**src/rtl/gate_sweep.sv**
```systemverilog
// Stimulus sequencer and checker for the two-input basic-gate block: walks a1/a2 through 00..11,
// compares the gate outputs per vector and reports a pass/fail summary. Optional GATE_SWEEP_LOOP_EN.
module gate_sweep #(
    parameter int DWELL = 20
) (
    input  logic       clk,
    input  logic       rst_n,
    input  logic       start,
    input  logic [6:0] y_in,
    output logic       a1,
    output logic       a2,
    output logic       busy,
    output logic       done,
    output logic       pass,
    output logic [6:0] err_mask,
    output logic [2:0] err_cnt
);

    localparam int CW = $clog2(DWELL + 1);
    localparam logic [CW-1:0] LAST = CW'(DWELL - 1);

    localparam logic [0:0] ST_IDLE = 1'b0;
    localparam logic [0:0] ST_RUN  = 1'b1;

    logic [0:0]    state_q, state_d;
    logic [1:0]    v_q, v_d;
    logic [CW-1:0] cnt_q, cnt_d;
    logic          start_prev_q, start_prev_d;
    logic          done_q, done_d;
    logic          pass_q, pass_d;
    logic [6:0]    err_mask_q, err_mask_d;
    logic [2:0]    err_cnt_q, err_cnt_d;
    logic          clr_q, clr_d;

    logic          trig;
    logic          va1, va2;
    logic [6:0]    y_exp;
    logic [6:0]    mism;
    logic [6:0]    base_mask;
    logic [2:0]    base_cnt;
    logic [2:0]    cnt_next;

    always_comb begin
        va1   = v_q[1];
        va2   = v_q[0];
        y_exp = {~(va1 ^ va2), va1 ^ va2, ~(va1 | va2), va1 | va2,
                 ~(va1 & va2), va1 & va2, ~va1};
        mism  = y_in ^ y_exp;
    end

    always_comb begin
        state_d      = state_q;
        v_d          = v_q;
        cnt_d        = cnt_q;
        start_prev_d = start;
        done_d       = 1'b0;
        pass_d       = pass_q;
        err_mask_d   = err_mask_q;
        err_cnt_d    = err_cnt_q;
        clr_d        = 1'b0;
        base_mask    = err_mask_q;
        base_cnt     = err_cnt_q;
        cnt_next     = err_cnt_q;
`ifdef GATE_SWEEP_LOOP_EN
        trig = start;
`else
        trig = start & ~start_prev_q;
`endif
        case (state_q)
            ST_IDLE: begin
                if (trig) begin
                    state_d    = ST_RUN;
                    v_d        = 2'd0;
                    cnt_d      = '0;
                    err_mask_d = 7'd0;
                    err_cnt_d  = 3'd0;
                    pass_d     = 1'b0;
                end
            end
            default: begin
                // After a looped restart the previous results stay visible for the done cycle only
                if (clr_q) begin
                    base_mask = 7'd0;
                    base_cnt  = 3'd0;
                    pass_d    = 1'b0;
                end
                err_mask_d = base_mask;
                err_cnt_d  = base_cnt;
                if (cnt_q == LAST) begin
                    cnt_next   = base_cnt + {2'd0, |mism};
                    cnt_d      = '0;
                    v_d        = v_q + 2'd1;
                    err_mask_d = base_mask | mism;
                    err_cnt_d  = cnt_next;
                    if (v_q == 2'd3) begin
                        done_d = 1'b1;
                        pass_d = (cnt_next == 3'd0);
`ifdef GATE_SWEEP_LOOP_EN
                        if (start) begin
                            clr_d = 1'b1;
                        end else begin
                            state_d = ST_IDLE;
                        end
`else
                        state_d = ST_IDLE;
`endif
                    end
                end else begin
                    cnt_d = cnt_q + CW'(1);
                end
            end
        endcase
    end

    always_ff @(posedge clk) begin
        if (!rst_n) begin
            state_q      <= ST_IDLE;
            v_q          <= 2'd0;
            cnt_q        <= '0;
            start_prev_q <= 1'b0;
            done_q       <= 1'b0;
            pass_q       <= 1'b0;
            err_mask_q   <= 7'd0;
            err_cnt_q    <= 3'd0;
            clr_q        <= 1'b0;
        end else begin
            state_q      <= state_d;
            v_q          <= v_d;
            cnt_q        <= cnt_d;
            start_prev_q <= start_prev_d;
            done_q       <= done_d;
            pass_q       <= pass_d;
            err_mask_q   <= err_mask_d;
            err_cnt_q    <= err_cnt_d;
            clr_q        <= clr_d;
        end
    end

    assign a1       = v_q[1];
    assign a2       = v_q[0];
    assign busy     = (state_q == ST_RUN);
    assign done     = done_q;
    assign pass     = pass_q;
    assign err_mask = err_mask_q;
    assign err_cnt  = err_cnt_q;

endmodule

```
**config.mk**
```make
export PLATFORM = sky130hd
export DESIGN_NAME = gate_sweep
export DESIGN_NICKNAME = d
export VERILOG_FILES = /design/src/rtl/gate_sweep.sv
export SDC_FILE = /design/constraint.sdc
export NUM_CORES = 1
export LEC_CHECK = 0
export CAP_MARGIN = 20
export CORE_MARGIN = 2
export CORE_UTILIZATION = 34
export CTS_CLUSTER_SIZE = 28
export DETAILED_ROUTE_END_ITERATION = 8
export SETUP_SLACK_MARGIN = 0.02
export SLEW_MARGIN = 20
export SYNTH_ARGS = -nofsm -noshare
export SYNTH_HDL_FRONTEND = slang
export SYNTH_SLANG_ARGS = --single-unit
```
**constraint.sdc**
```tcl
create_clock -name clk -period 2.77 [get_ports clk]
set_input_delay 0.277 -clock clk [delete_from_list [all_inputs] [get_ports clk]]
set_output_delay 0.277 -clock clk [all_outputs]
set_load 0.02 [all_outputs]
```
After elaboration in Yosys (flattened, before gate mapping)
Cells that the tools add are included.
{"block": "classes", "n_addsub": 3, "multipliers": 0, "div": 0, "order_cmp": 0, "eq_ne": 4, "n_shift": 0, "mux": 23, "bitwise": 11, "n_reduce_logical": 6}
{"operator": "7-bit 2-to-1 mux", "count": 4}
{"operator": "5-bit 2-to-1 mux", "count": 3}
{"operator": "3-bit 2-to-1 mux", "count": 4}
{"operator": "1-bit 2-to-1 mux", "count": 9}
{"operator": "7-bit OR", "count": 1}
{"operator": "7-bit OR reduction", "count": 1}
{"operator": "7-bit XOR", "count": 1}
{"operator": "2-bit 2-to-1 mux", "count": 3}
{"operator": "3-bit AND reduction", "count": 2}
{"operator": "5-bit by 1-bit adder with 5-bit output (second input constant)", "count": 1}
{"operator": "5-bit == test (second input constant)", "count": 1}
{"operator": "1-bit inverter", "count": 5}
{"operator": "2-bit by 1-bit != test with 1-bit output (second input constant)", "count": 2}
{"operator": "3-bit by 1-bit adder with 3-bit output", "count": 1}
{"operator": "3-bit zero test", "count": 1}
{"operator": "2-bit by 1-bit adder with 2-bit output (second input constant)", "count": 1}
{"operator": "1-bit AND", "count": 2}
{"operator": "2-bit == test (second input constant)", "count": 1}
{"operator": "2-bit AND reduction", "count": 1}
{"operator": "2-bit nonzero test", "count": 1}
{"operator": "1-bit OR", "count": 1}
{"operator": "1-bit XOR", "count": 1}
{"block": "totals", "ff_bits": 21, "latchBits": 0, "ram_bits": 0, "mem_bits_ro": 0, "inputBits": 10, "out_inout_bits": 15, "word_cells": 55, "mem_count": 0}

Depth between registers and ports, before layout
{"block": "depth", "ltp_word": 9, "depth_mapped": 10, "depth_no_buf": 10}

Worst setup path after synthesis
Ideal clock, no wire load.
{"block": "synth_timing", "path_kind": "reg-to-reg", "from": "register v_q[1]", "to": "register err_cnt_q[2] (netlist: err_cnt[2])", "setup_ns": 0.120, "t_arrival_ns": 2.018, "required_time_ns": 2.650, "path_slack_ns": 0.632, "path_stages_with_launch": 9, "n_path_buf": 0, "cell_sequence": "dfxtp_1 -> inv_1 -> ha_1 -> o21ai_0 -> nand4_1 -> ha_1 -> ha_1 -> and4b_1 -> o31a_1"}
{"block": "synth_between", "elab_chain_len": 7, "word_cells_on_any_way": 12, "classes_between": "add/sub (1); mux (2); bitwise (8); reduce/logical (1)"}
{"element": "from (decl)", "line_no": "26", "rtl": "logic [1:0] v_q, v_d;"}
{"element": "from (signal assigned)", "line_no": "128", "rtl": "v_q <= v_d;"}
{"element": "1-bit AND, or another cell as far along", "line_no": "47", "rtl": "~(va1 & va2), va1 & va2, ~va1};"}
{"element": "1-bit inverter (on tied branches)", "line_no": "47, 46"}
{"element": "7-bit XOR *", "line_no": "48", "rtl": "mism = y_in ^ y_exp;"}
{"element": "7-bit OR reduction *", "line_no": "90", "rtl": "cnt_next = base_cnt + {2'd0, |mism};"}
{"element": "3-bit by 1-bit adder with 3-bit output *", "line_no": "90"}
{"element": "3-bit 2-to-1 mux *", "line_no": "89", "rtl": "if (cnt_q == LAST) begin"}
{"element": "3-bit 2-to-1 mux *", "line_no": "69", "rtl": "case (state_q)"}
{"element": "to (signal assigned)", "line_no": "134", "rtl": "err_cnt_q <= err_cnt_d;"}
{"element": "to (decl)", "line_no": "32", "rtl": "logic [2:0] err_cnt_q, err_cnt_d;"}
Mark *: on every way between the ends. The rest lies on a longest branch, timed or not.
A chain may end at the register's enable or synchronous reset.

Worst setup path after layout
Same ends and word-level chain as after synthesis.

==> results by stage <==
STA:
- Based on the critical path, the design can be clocked at up to ~460 MHz.
- The final number of hold-violating endpoints was 0.
- In the finished design, the share of the clock period the worst path needs comes to 0.779.
- Measured against its own limit, the worst slew margin works out to 0.351.
- Setup repair after global routing left no endpoint under its margin.
- For the final routed database, the setup TNS stands at 0 ns.
- The final clock skew is around 0.0055 ns.
- The actual transition at the worst max-transition pin is between 0.9 and 1 ns.
- Counting I/O delays and the setup requirement, the final critical path takes about 2.2 ns.
- Setup violations remaining at the end of the flow were counted as 0.
- The final count of pins violating max slew is 0.

Drt:
- The detailed-route via count is 956.
- After detailed routing, the total wire length is 2.43 mm.
- After the first detailed-routing iteration, the DRC count stood at 31.
- The wire length per cell after detailed routing is 13.1 um.
- The first-pass iteration count of the detailed router is 4.
- The final antenna-violating net count is 0.
- The count of unresolved DRC violations after routing is 0.
- The post-detailed-route via-to-cell ratio is between 5 and 6.

Run status:
- The run finished with clean final reports.

Yosys:
- Counting flops with an async set or reset pin after synthesis yields a share of 0.
- A synthesized cell averages about 9 um2.
- The net count of the mapped netlist is 134.
- The sequential-to-total area share from yosys stat is 0.382.
- The summed instance area of the synthesized netlist is about 1100 um2.
- The dominant register cell in the synthesized netlist is dfxtp_1.
- The synthesized design contains 0 enable-type register cells.
- The dominant cell type by area after synthesis is dfxtp_1.
- For this run, the number of Yosys warnings is 0.
- After synthesis, the netlist uses 40 different library cells.
- By count the netlist is led by 21 x dfxtp_1, 7 x a31oi_1, 7 x nor2_1.
- The gate count of the mapped netlist is ~120.
- The register bit total from synthesis is 21.
- After synthesis, the cell types taking the most area are dfxtp_1 38%, ha_1 5.7%, a31oi_1 4.0%.
- The area share of the largest cell type after synthesis is 0.382.
- The dominant cell by count in the synthesized netlist is dfxtp_1.

Critical path:
- Data on the critical path arrives at its endpoint at ~2.4 ns.
- The sort of element at the start of the critical path is a flop.
- The data required time at the worst endpoint is about 3.0 ns.
- The element type at the critical path end is a flop.
- The startpoint of the lowest-slack register-to-register path is v_q[1].
- The critical path starts at v_q[1].
- Across all register-to-register paths, the minimum setup slack is between 0.6 and 0.7 ns.
- The critical path class is flop to flop.
- The maximum fanout count along the critical path is 5.

Layout:
- After the last flow step, the layout net total stands at approximately 160.
- The share of layout cells above drive strength 1 is 0.0563.
- The number of antenna repair diodes is 0.
- The number of standard cells in the layout, taps in and fillers out is around 190.
- Compared with the post-synthesis result, the final layout area differs by 27.1%.

Clock network:
- Clock latency on the worst-skew pair, taken at its later pin, is between 0.3 and 0.4 ns.
- TritonCTS built the clock tree.
- The tree is rooted in a clkbuf_4.
- Counting every sink on the clock net gives 21.
- The post-cts resize count is 0.
- The clock slew seen by the registers of the worst setup and hold paths is ~0.12 ns.
- The clock passes through at most 2 buffers.
- The number of buffers added for setup after CTS is 0.
- The total number of H-tree levels is 1.
- After clock tree synthesis, the flow added hold-fix buffers numbering 0.
- Buffers inserted during clock tree synthesis total 3.

Worst hold path:
- The tightest min-delay check is of the flop to flop type.
- The worst hold path begins at err_mask[2].

Power:
- Of the total power, the share spent switching nets is 0.243.
- The peak ir drop on the vdd network is 201 uV.
- Cell internal power was estimated by the tool at 387 uW.
- The leakage power total is between 0.5 and 0.6 nW.
- The switching power is 124 uW.
- Of the total power, combinational logic draws 0.093.
- The power share of the sequential group is 0.612.
- The clock share of power is 0.295.
- The areal power density over the cells is around 370 nW/um2.

Floorplanning:
- During I/O placement, the number of pins put on the boundary was 25.
- The standard cell core area is between 3000 and 4000 um2.
- Measured along the x axis, the die boundary spans 60.9 um.
- The die covers ~3700 um2.
- Measured along the y axis, the die boundary spans between 60 and 70 um.
- The initial cell density of the core is 0.360.
- After floorplanning, the core was divided into 20 placement rows.

Placement:
- In this run, placement finished with an instance count of roughly 180.
- The congestion estimate from routability-driven global placement came to about 0.74.
- The half-perimeter wire length after placement is 1.78 mm.
- The number of buffers added on ports is 24.

Global route:
- Global routing finished with a remaining overflow of 0.
- The wire length of the first global-routing pass is approximately 4.2 mm.
- The number of global-route vias before repair was a little under 1k.
- In the global route stage, overall resource usage came out at 0.148.
- The largest net degree at the start of global routing is 19.
- The initial antenna violation count is 0.

Run:
- The tool flagged a number of max-cap violations equal to 0.
[critical path, cell delays in order, from the launching register on]
cell and delay [ns]:
dfxtp_1 0.41, inv_1 0.08, ha_1 0.37, o21ai_0 0.21
nand4_1 0.12, ha_1 0.20, ha_1 0.21, and4b_1 0.20
o31a_1 0.27
[metrics by stage]
stage	setup WS, ns	total power [mW]	util	instance area (um2)	hold slack (ns)
final	0.613	0.511	0.458	1400	0.486
after global routing	0.377	0.533	0.458	1400	0.504
after CTS	0.589	0.514	0.458	1400	0.485
after detailed placement	0.591	0.368	0.449	1370	0.461
after global placement	0.641	0.366	0.449	1370	0.454
after floorplan	0.632	0.343	-	1100	0.399
[cell families after synthesis]
kind of cell / count (synthesis) / synth area share
adder cells (fa/ha/maj): 5 / 0.0569
buffers and inverters: 11 / 0.0455
XOR/XNOR: 8 / 0.0637
AND/OR/NAND/NOR: 45 / 0.258
flip-flops: 21 / 0.382
AO/OA/AOI/OAI: 27 / 0.175
multiplexers: 2 / 0.0182
[sequential cells by signal, indices dropped and copies added (netlist names)]
register and flops:
cnt_q 5, err_mask 7, start_prev_q 1, done 1, pass 1, err_cnt 3, busy 1, v_q 2
[layout by cell type, fill, tap and decap left out, drive strengths merged, types with 2 or more instances in the layout]
cell type,count
a31oi,7
o31ai,4
and2b,2
xnor2,4
nand2b,5
xor2,4
inv,5
o21ai,5
nand3,3
mux2i,2
nor2b,2
nor2,7
nand2,5
nand4,6
dfxtp,21
ha,5
a21oi,2
and2,2
and3b,2
and3,2
clkbuf,4
clkdlybuf4s50,24
nand3b,5
a21boi,2
[area by class of cell]
cell class                 instances  area [um2]
tap                               44        55.1
clock buffer                       4        26.3
inverter                           5        18.8
multi-input combinational         87         629
sequential                        21         420
timing repair buffer              25         248
fill                             320        1660
[worst paths after layout]
| check | to | depth (start not counted) |
|---|---|---|
| worst max-delay path | err_cnt[2] | 8 |
| worst min-delay path | err_mask[2] | 2 |
| worst max register to register | err_cnt[2] | 8 |
| worst min register to register | err_mask[2] | 2 |
[metal layers]
layer  vias up  GRT usage  routed length (um)
met3         6     0.0320                 111
li1        485          -                   -
met2        22      0.246                1130
met1       443      0.185                1150
met4         0     0.0652                  42
met5         -          0                   0
[power by group through the flow]
stage	combinational, mW	clock [mW]	sequential, mW
floorplan	0.0275	0	0.316
global placement	0.0474	0	0.319
detailed placement	0.0484	0	0.320
CTS	0.0483	0.153	0.313
global route	0.0525	0.167	0.314
finish	0.0477	0.151	0.312
(Power assumes the default switching activity.)
